--- src/rtl/fib_request_sequencer.sv ---
// Request-driven front end for a 32-bit Fibonacci generator: restarts the generator,
// steps it n times, captures F(n) and returns it over a valid/ready response channel.
module fib_request_sequencer #(
  parameter int unsigned DATA_W    = 32,
  parameter int unsigned IDX_W     = 6,
  parameter int unsigned MAX_INDEX = 47
) (
  input  logic              clk,
  input  logic              rst,
  input  logic              req_valid,
  output logic              req_ready,
  input  logic [IDX_W-1:0]  req_n,
  output logic              resp_valid,
  input  logic              resp_ready,
  output logic [DATA_W-1:0] resp_data,
  output logic              resp_err,
  output logic              gen_rst,
  output logic              gen_enable,
  input  logic [DATA_W-1:0] fib_in
);

  localparam logic [IDX_W-1:0] MaxIdx = IDX_W'(MAX_INDEX);
  localparam logic [IDX_W-1:0] One    = IDX_W'(1);

  typedef enum logic [2:0] {StIdle, StClear, StStep, StCapture, StResp} state_t;

  state_t           state;
  logic [IDX_W-1:0] idx;
  logic [IDX_W-1:0] cnt;

  assign req_ready = (state == StIdle);

  // gen_rst/gen_enable are loaded with the value they must carry in the state being entered,
  // so they track the state register without any input-to-output path.
  always_ff @(posedge clk or negedge rst) begin
    if (!rst) begin
      state      <= StIdle;
      idx        <= '0;
      cnt        <= '0;
      resp_valid <= 1'b0;
      resp_data  <= '0;
      resp_err   <= 1'b0;
      gen_rst    <= 1'b1;
      gen_enable <= 1'b0;
    end else begin
      gen_rst    <= 1'b0;
      gen_enable <= 1'b0;
      unique case (state)
        StIdle: begin
          if (req_valid) begin
            idx <= req_n;
            cnt <= req_n;
            if (req_n > MaxIdx) begin
              state      <= StResp;
              resp_valid <= 1'b1;
              resp_err   <= 1'b1;
              resp_data  <= '0;
            end else begin
              state   <= StClear;
              gen_rst <= 1'b1;
            end
          end
        end
        StClear: begin
          if (idx == '0) begin
            state <= StCapture;
          end else begin
            state      <= StStep;
            gen_enable <= 1'b1;
          end
        end
        StStep: begin
          cnt <= cnt - One;
          if (cnt == One) begin
            state <= StCapture;
          end else begin
            gen_enable <= 1'b1;
          end
        end
        StCapture: begin
          resp_data  <= fib_in;
          resp_err   <= 1'b0;
          resp_valid <= 1'b1;
          state      <= StResp;
        end
        StResp: begin
          if (resp_ready) begin
            resp_valid <= 1'b0;
            state      <= StIdle;
          end
        end
        default: state <= StIdle;
      endcase
    end
  end

endmodule

--- config.mk ---
export PLATFORM = sky130hd
export DESIGN_NAME = fib_request_sequencer
export DESIGN_NICKNAME = d
export VERILOG_FILES = /design/src/rtl/fib_request_sequencer.sv
export SDC_FILE = /design/constraint.sdc
export NUM_CORES = 1
export LEC_CHECK = 0
export BUFFER_PORTS_ARGS = -buffer_cell sky130_fd_sc_hd__buf_2
export CAP_MARGIN = 0
export CORE_ASPECT_RATIO = 1.2
export CORE_MARGIN = 2
export CORE_UTILIZATION = 49
export CTS_BUF_LIST = sky130_fd_sc_hd__clkbuf_2
export DETAILED_ROUTE_END_ITERATION = 12
export GPL_ROUTABILITY_DRIVEN = 0
export HOLD_SLACK_MARGIN = 0.15
export PLACE_DENSITY_LB_ADDON = 0.3
export SKIP_CTS_REPAIR_TIMING = 1
export SKIP_LAST_GASP = 1
export SYNTH_ARGS = -nofsm -noshare
export SYNTH_HDL_FRONTEND = slang
export SYNTH_SLANG_ARGS = --single-unit
export TNS_END_PERCENT = 30
--- constraint.sdc ---
create_clock -name clk -period 4.1 [get_ports clk]
set_input_delay 0.615 -clock clk [delete_from_list [all_inputs] [get_ports clk]]
set_output_delay 0.615 -clock clk [all_outputs]
set_load 0.01 [all_outputs]
==> results of run 1 <==
[metal layers]
layer / vias to the layer above / routed length [um] / GRT usage
met4: 0 / 55 / 0.05957
met1: 786 / 2051 / 0.2715
li1: 768 / - / -
met3: 6 / 267 / 0.03959
met2: 58 / 2077 / 0.2917
met5: - / 0 / 0
[worst max-delay path, stage by stage, from the launching register on]
cell and delay (ns):
dfrtp_1 0.70, nand2_2 0.13, nor2_2 0.96, a22o_1 0.29
[flip-flops by register name, summed over array words and instances (netlist names)]
| name | cells |
|---|---|
| state | 3 |
| gen_enable | 1 |
| resp_valid | 1 |
| cnt | 6 |
| idx | 6 |
| gen_rst | 1 |
| resp_err | 1 |
| resp_data | 32 |
[Yosys cell counts, drive strengths merged]
master / n / share of area
a21boi: 1 / 0.0035
nor3: 6 / 0.021
nor2: 7 / 0.017
or4: 1 / 0.0035
nand3: 3 / 0.0069
ha: 2 / 0.012
nand2: 11 / 0.025
buf: 10 / 0.042
a41oi: 1 / 0.0041
o22ai: 7 / 0.020
mux2: 6 / 0.042
and3b: 1 / 0.0041
inv: 4 / 0.0069
o21ai: 6 / 0.016
and2: 1 / 0.0029
o41ai: 2 / 0.0081
a311oi: 1 / 0.0041
a22o: 32 / 0.13
a221oi: 1 / 0.0041
o2bb2ai: 1 / 0.0041
a21oi: 5 / 0.012
o21a: 1 / 0.0035
dfrtp: 50 / 0.58
mux2i: 3 / 0.014
nand4b: 1 / 0.0041
dfstp: 1 / 0.012
[through the flow]
stage,cells,worst slack (ns),area (um^2),utilization,total power [W]
after floorplan,165,2.556,2162,-,0.001434
after global placement,289,2.045,2531,0.5940,0.001649
after detailed placement,289,2.005,2531,0.5940,0.001665
after CTS,296,1.958,2594,0.6086,0.001917
after global routing,296,1.780,2594,0.6086,0.002047
final,296,1.982,2594,0.6086,0.001898
[power by group through the flow]
stage          sequential (W)  combinational (W)  clock (W)
2_1_floorplan        0.000900           0.000534          0
3_3_place_gp         0.000885           0.000764          0
3_5_place_dp         0.000888           0.000777          0
4_1_cts              0.000877           0.000786   0.000255
5_1_grt              0.000909           0.000862   0.000276
6_report             0.000878           0.000773   0.000246
[path summary, 6_finish.rpt]
check	start	endpoint
worst min-delay path	rst	resp_data[22]
worst max-delay path	state[1]	resp_data[8]
max in group asynchronous	rst	gen_enable
worst max register to register	state[1]	resp_data[8]
min in group clk	resp_ready	state[2]
worst min register to register	resp_data[18]	resp_data[18]
[cell families (layout without fill, tap and decap cells)]
family                     Yosys count  count (layout)  synth area share
AOI/OAI and AO/OA                   58              58            0.2083
DFF                                 51              51            0.5909
and+or+nand+nor                     31              31           0.08450
buffers and inverters               14              89           0.04918
muxes                                9               9           0.05556
adders and majority gates            2               2           0.01157
[layout make-up]
type | instances | area (um^2)
inverters | 4 | 15.01
clock inverters | 2 | 37.54
well taps | 56 | 70.07
flip-flops and latches | 51 | 1277
fillers | 364 | 1668
clock buffers | 5 | 25.02
multi-input cells | 100 | 778.2
repair buffers | 78 | 390.4
==> summary.txt, run 1 <==
Timing
  – Slew at the pin closest to its max-slew limit: approximately 1.2 ns
  – Fmax: 472.0 MHz
  – Crit path time final: 2.118 ns
  – Final count of pins violating max slew: 0
  – RSZ-0062 raised after global routing: false
  – Hold Slack: ~0.35 ns
  – Crit share post-route: 0.5167
  – Final worst clock skew: 0.009075 ns
  – Final setup viols: 0
  – Rel. slew slack: 0.1670
  – Setup TNS: 0 ns
  – Fin. Hold Viols: 0

GRT
  – Largest net degree at the start of global routing: 52
  – Total GRT Usage: 0.1899
  – Antenna violations before repair: 0
  – First-pass GRT wire length: between 7 and 8 mm
  – Number of global-route vias before repair: 1,509
  – Total gr overflow: 0

Cells and area
  – Most frequent cells in the layout: 78 x buf_2, 50 x dfrtp_1, 32 x a22o_1, 8 x nand2_1, 7 x o22ai_1
  – Layout cell share with drive strength beyond 1: 0.4167
  – Diode count: 0
  – Layout area overhead: 19.97%
  – NumNets Final: 284
  – Most common cell after layout, fill and taps aside: buf_2

Clocking
  – CTS clk-pin slew, worst paths: 0.23 ns
  – Clock insertion delay at the later pin of the skew report: 0.41 ns
  – H-tree levels: 2
  – TritonCTS buffer count: 5
  – Clk buf depth: 2
  – Clk root buf: clkbuf_2
  – CTS tree: yes
  – Clock tree sinks: 51

Detailed routing
  – Remaining antenna violation count: 0
  – Drc violations: 0
  – Total routed wirelength: about 4.5 mm
  – WL/cell: 15.04 um
  – Via count: 1,618
  – Drt first pass iters: 4
  – Vias per inst: approximately 5.5
  – Starting DRC count in detailed routing: 64

Power
  – Leakage Power: 1.372 nW
  – Internal power: 0.001190 W
  – PwrDens: 731.7 nW/um^2
  – Combinational share of power: 0.408
  – Sw Ratio: 0.3727
  – P_sw: 0.0007073 W
  – Clock power share: 0.130
  – Max VDD drop: 0.3972 mV
  – Reg power frac: 0.463

Logic synthesis
  – Mapped Cells: ~170
  – Synthesized flop and latch total: 51
  – Syn Nets: 209
  – Post-synth design cell area: 2162 um^2
  – Seq/Total Area, Yosys: 0.5909
  – Ys Warns: 0
  – Mean Syn Cell Area: 13.10 um^2
  – Yosys cell types: 35

Placement
  – Buffers on Ports: 78
  – DP HPWL: 3.099 mm

Floorplan
  – Initial Utilization: 0.5073
  – Die Area: 4962 um^2
  – Ports: 79
  – Die height: ~77 um
  – Die width: 64.64 um
  – Rows: 26
  – Core Footprint: approximately 4300 um^2

Setup path
  – Worst Reg2Reg Path Length in Cells: 3
  – Startpoint Class: flip-flop
  – Crit end category: flip-flop
  – CP required: 4.47 ns
  – R2r setup slk: 1.98 ns
  – CP Data Arrival Time: between 2 and 2.5 ns
  – Worst Path Max Fanout: 32
  – CP Class: flip-flop to flip-flop

Run status
  – Status: complete, no violations

Flow run
  – Max cap viols: 0

Worst hold path
  – Worst hold path class: primary input to asynchronous set/reset pin
Power figures use the tool's default switching activity.
==> run 2, diff against run 1 <==
==> constraint.sdc (replaced) <==
create_clock -name clk -period 2.22 [get_ports clk]
set_input_delay 0.333 -clock clk [delete_from_list [all_inputs] [get_ports clk]]
set_output_delay 0.333 -clock clk [all_outputs]
set_load 0.01 [all_outputs]
==> run 2 against run 1 <==
Sequential share of layout area is 6.8 points lower; count of clock-buffer cells in the layout stayed put; cell count is 14% higher; total power is 89% higher; register-to-register slack worse by 1.6 ns; largest power group unchanged; sequential cell count stayed put; global-route usage hardly changed; utilization is 9.7 points higher; wire length is 18% higher; critical path depth is 1 lower; final area is 16% higher.
==> summary.txt, run 2 (synthesized netlist as in run 1, its figures left out) <==
Detailed routing
  – Remaining antenna violation count: 0
  – Vias per inst: 5.427
  – Via count: 1,829
  – Drt first pass iters: 4
  – Total routed wirelength: 5.232 mm
  – Drc violations: 0
  – Starting DRC count in detailed routing: roughly 80
  – WL/cell: 15.53 um

Floorplan
  – Core Footprint: 4262 um^2
  – Die Area: 4962 um^2
  – Initial Utilization: 0.5073
  – Rows: 26
  – Die height: 76.77 um
  – Die width: 64.64 um
  – Ports: between 70 and 80

Cells and area
  – Layout area overhead: 39.12%
  – Diode count: 0
  – Most common cell after layout, fill and taps aside: buf_2
  – Largest register FFs: 32
  – Most frequent cells in the layout: 78 x buf_2, 50 x dfrtp_1, 38 x dlygate4sd3_1, 32 x a22o_1, 8 x nand2_1
  – Top reg by flops: resp_data
  – NumNets Final: between 300 and 400
  – Fin area: 3008 um^2
  – Final core utilization: 0.7058
  – Layout cell share with drive strength beyond 1: 0.3665
  – Biggest regs: resp_data: 32 flops, cnt: 6 flops, idx: 6 flops

Clocking
  – Clock insertion delay at the later pin of the skew report: 0.42 ns
  – H-tree levels: 2
  – CTS tree: yes
  – Clock tree sinks: around 50
  – CTS clk-pin slew, worst paths: 0.23 ns
  – TritonCTS buffer count: 5
  – Clk root buf: clkbuf_2
  – Clk buf depth: 2

GRT
  – Total gr overflow: 0
  – Number of global-route vias before repair: between 1,500 and 2,000
  – Total GRT Usage: 0.1902
  – Largest net degree at the start of global routing: 35
  – Antenna violations before repair: 0
  – First-pass GRT wire length: 7.376 mm

Setup path
  – CP Data Arrival Time: 1.51 ns
  – CP Class: flip-flop to output port
  – Startpoint Class: flip-flop
  – CP required: 1.89 ns
  – Worst Reg2Reg Path Length in Cells: 4
  – Reg-to-Reg End: resp_data[23]
  – Worst r2r src: state[1]
  – R2r setup slk: 0.40 ns
  – Crit end category: output port
  – Worst Path Max Fanout: 11

Power
  – Leakage Power: 1.554 nW
  – PwrDens: 1195 nW/um^2
  – Total power: ~0.0036 W
  – Max VDD drop: about 0.78 mV

Timing
  – Worst setup margin: 0.3779 ns
  – Fin. Hold Viols: 0
  – Rel. slew slack: 0.5767
  – Crit path time final: 1.842 ns
  – Final count of pins violating max slew: 0
  – Final setup viols: 0
  – Final worst clock skew: ~0.0043 ns
  – Fmax: 542.9 MHz
  – Crit share post-route: 0.8298
  – RSZ-0062 raised after global routing: false
  – Setup TNS: 0 ns
  – Slew at the pin closest to its max-slew limit: 0.6327 ns

Placement
  – DP HPWL: 3.195 mm
  – Buffers on Ports: between 70 and 80
  – Placement-stage cell area: roughly 2600 um^2
  – Pre-CTS setup slack: 0.4361 ns

Flow run
  – Max cap viols: 0

Worst hold path
  – Hold endpoint: gen_rst
  – Hold Crit Start: req_valid
  – Worst hold path class: primary input to flip-flop
  – Hold Crit Depth: 2

Run status
  – Status: complete, no violations
run 2: area by class of cell:
cell class                      count  area, um^2
Clock inverter                      3       43.79
Inverter                            4       15.01
Sequential cell                    51        1277
Multi-Input combinational cell    100       778.2
Tap cell                           56       70.07
Fill cell                         288        1254
Timing Repair Buffer              118       798.3
Clock buffer                        5       25.02
run 2: how the worst max path moves through the flow:
stage / slack (ns) / end / start
3_3_place_gp: 0.46 / resp_data[24] / state[1]
2_1_floorplan: 0.87 / idx[0] / state[2]
5_1_grt: 0.25 / resp_data[24] / state[1]
3_5_place_dp: 0.44 / resp_data[0] / state[1]
4_1_cts: 0.33 / req_ready / state[2]
6_report: 0.38 / req_ready / state[0]
run 2: per-stage QoR:
stage	instances	hold slack, ns
after detailed placement	291	0.3558
after global placement	291	0.3577
after CTS	299	-0.1666
after global routing	337	0.1597
final	337	0.2112
after floorplan	165	0.03741
run 2: routing by layer:
| layer | GRT usage | up-vias | routed length [um] |
|---|---|---|---|
| met2 | 0.3094 | 74 | 2603 |
| met3 | 0.04839 | 6 | 346 |
| met5 | 0 | - | 0 |
| met4 | 0.06383 | 0 | 59 |
| li1 | - | 855 | - |
| met1 | 0.2475 | 894 | 2222 |
run 2: worst max-delay path, stage by stage, from the launching register on:
cell and delay [ns]:
dfrtp_1 0.61, nor3_4 0.31, buf_2 0.18
run 2: report_power, final:
group,leakage (nW),switching (W),internal [W]
sequential,0.638,0.000324,0.00131
combinational,0.873,0.000732,0.000756
clock,0.0429,0.000284,0.000191
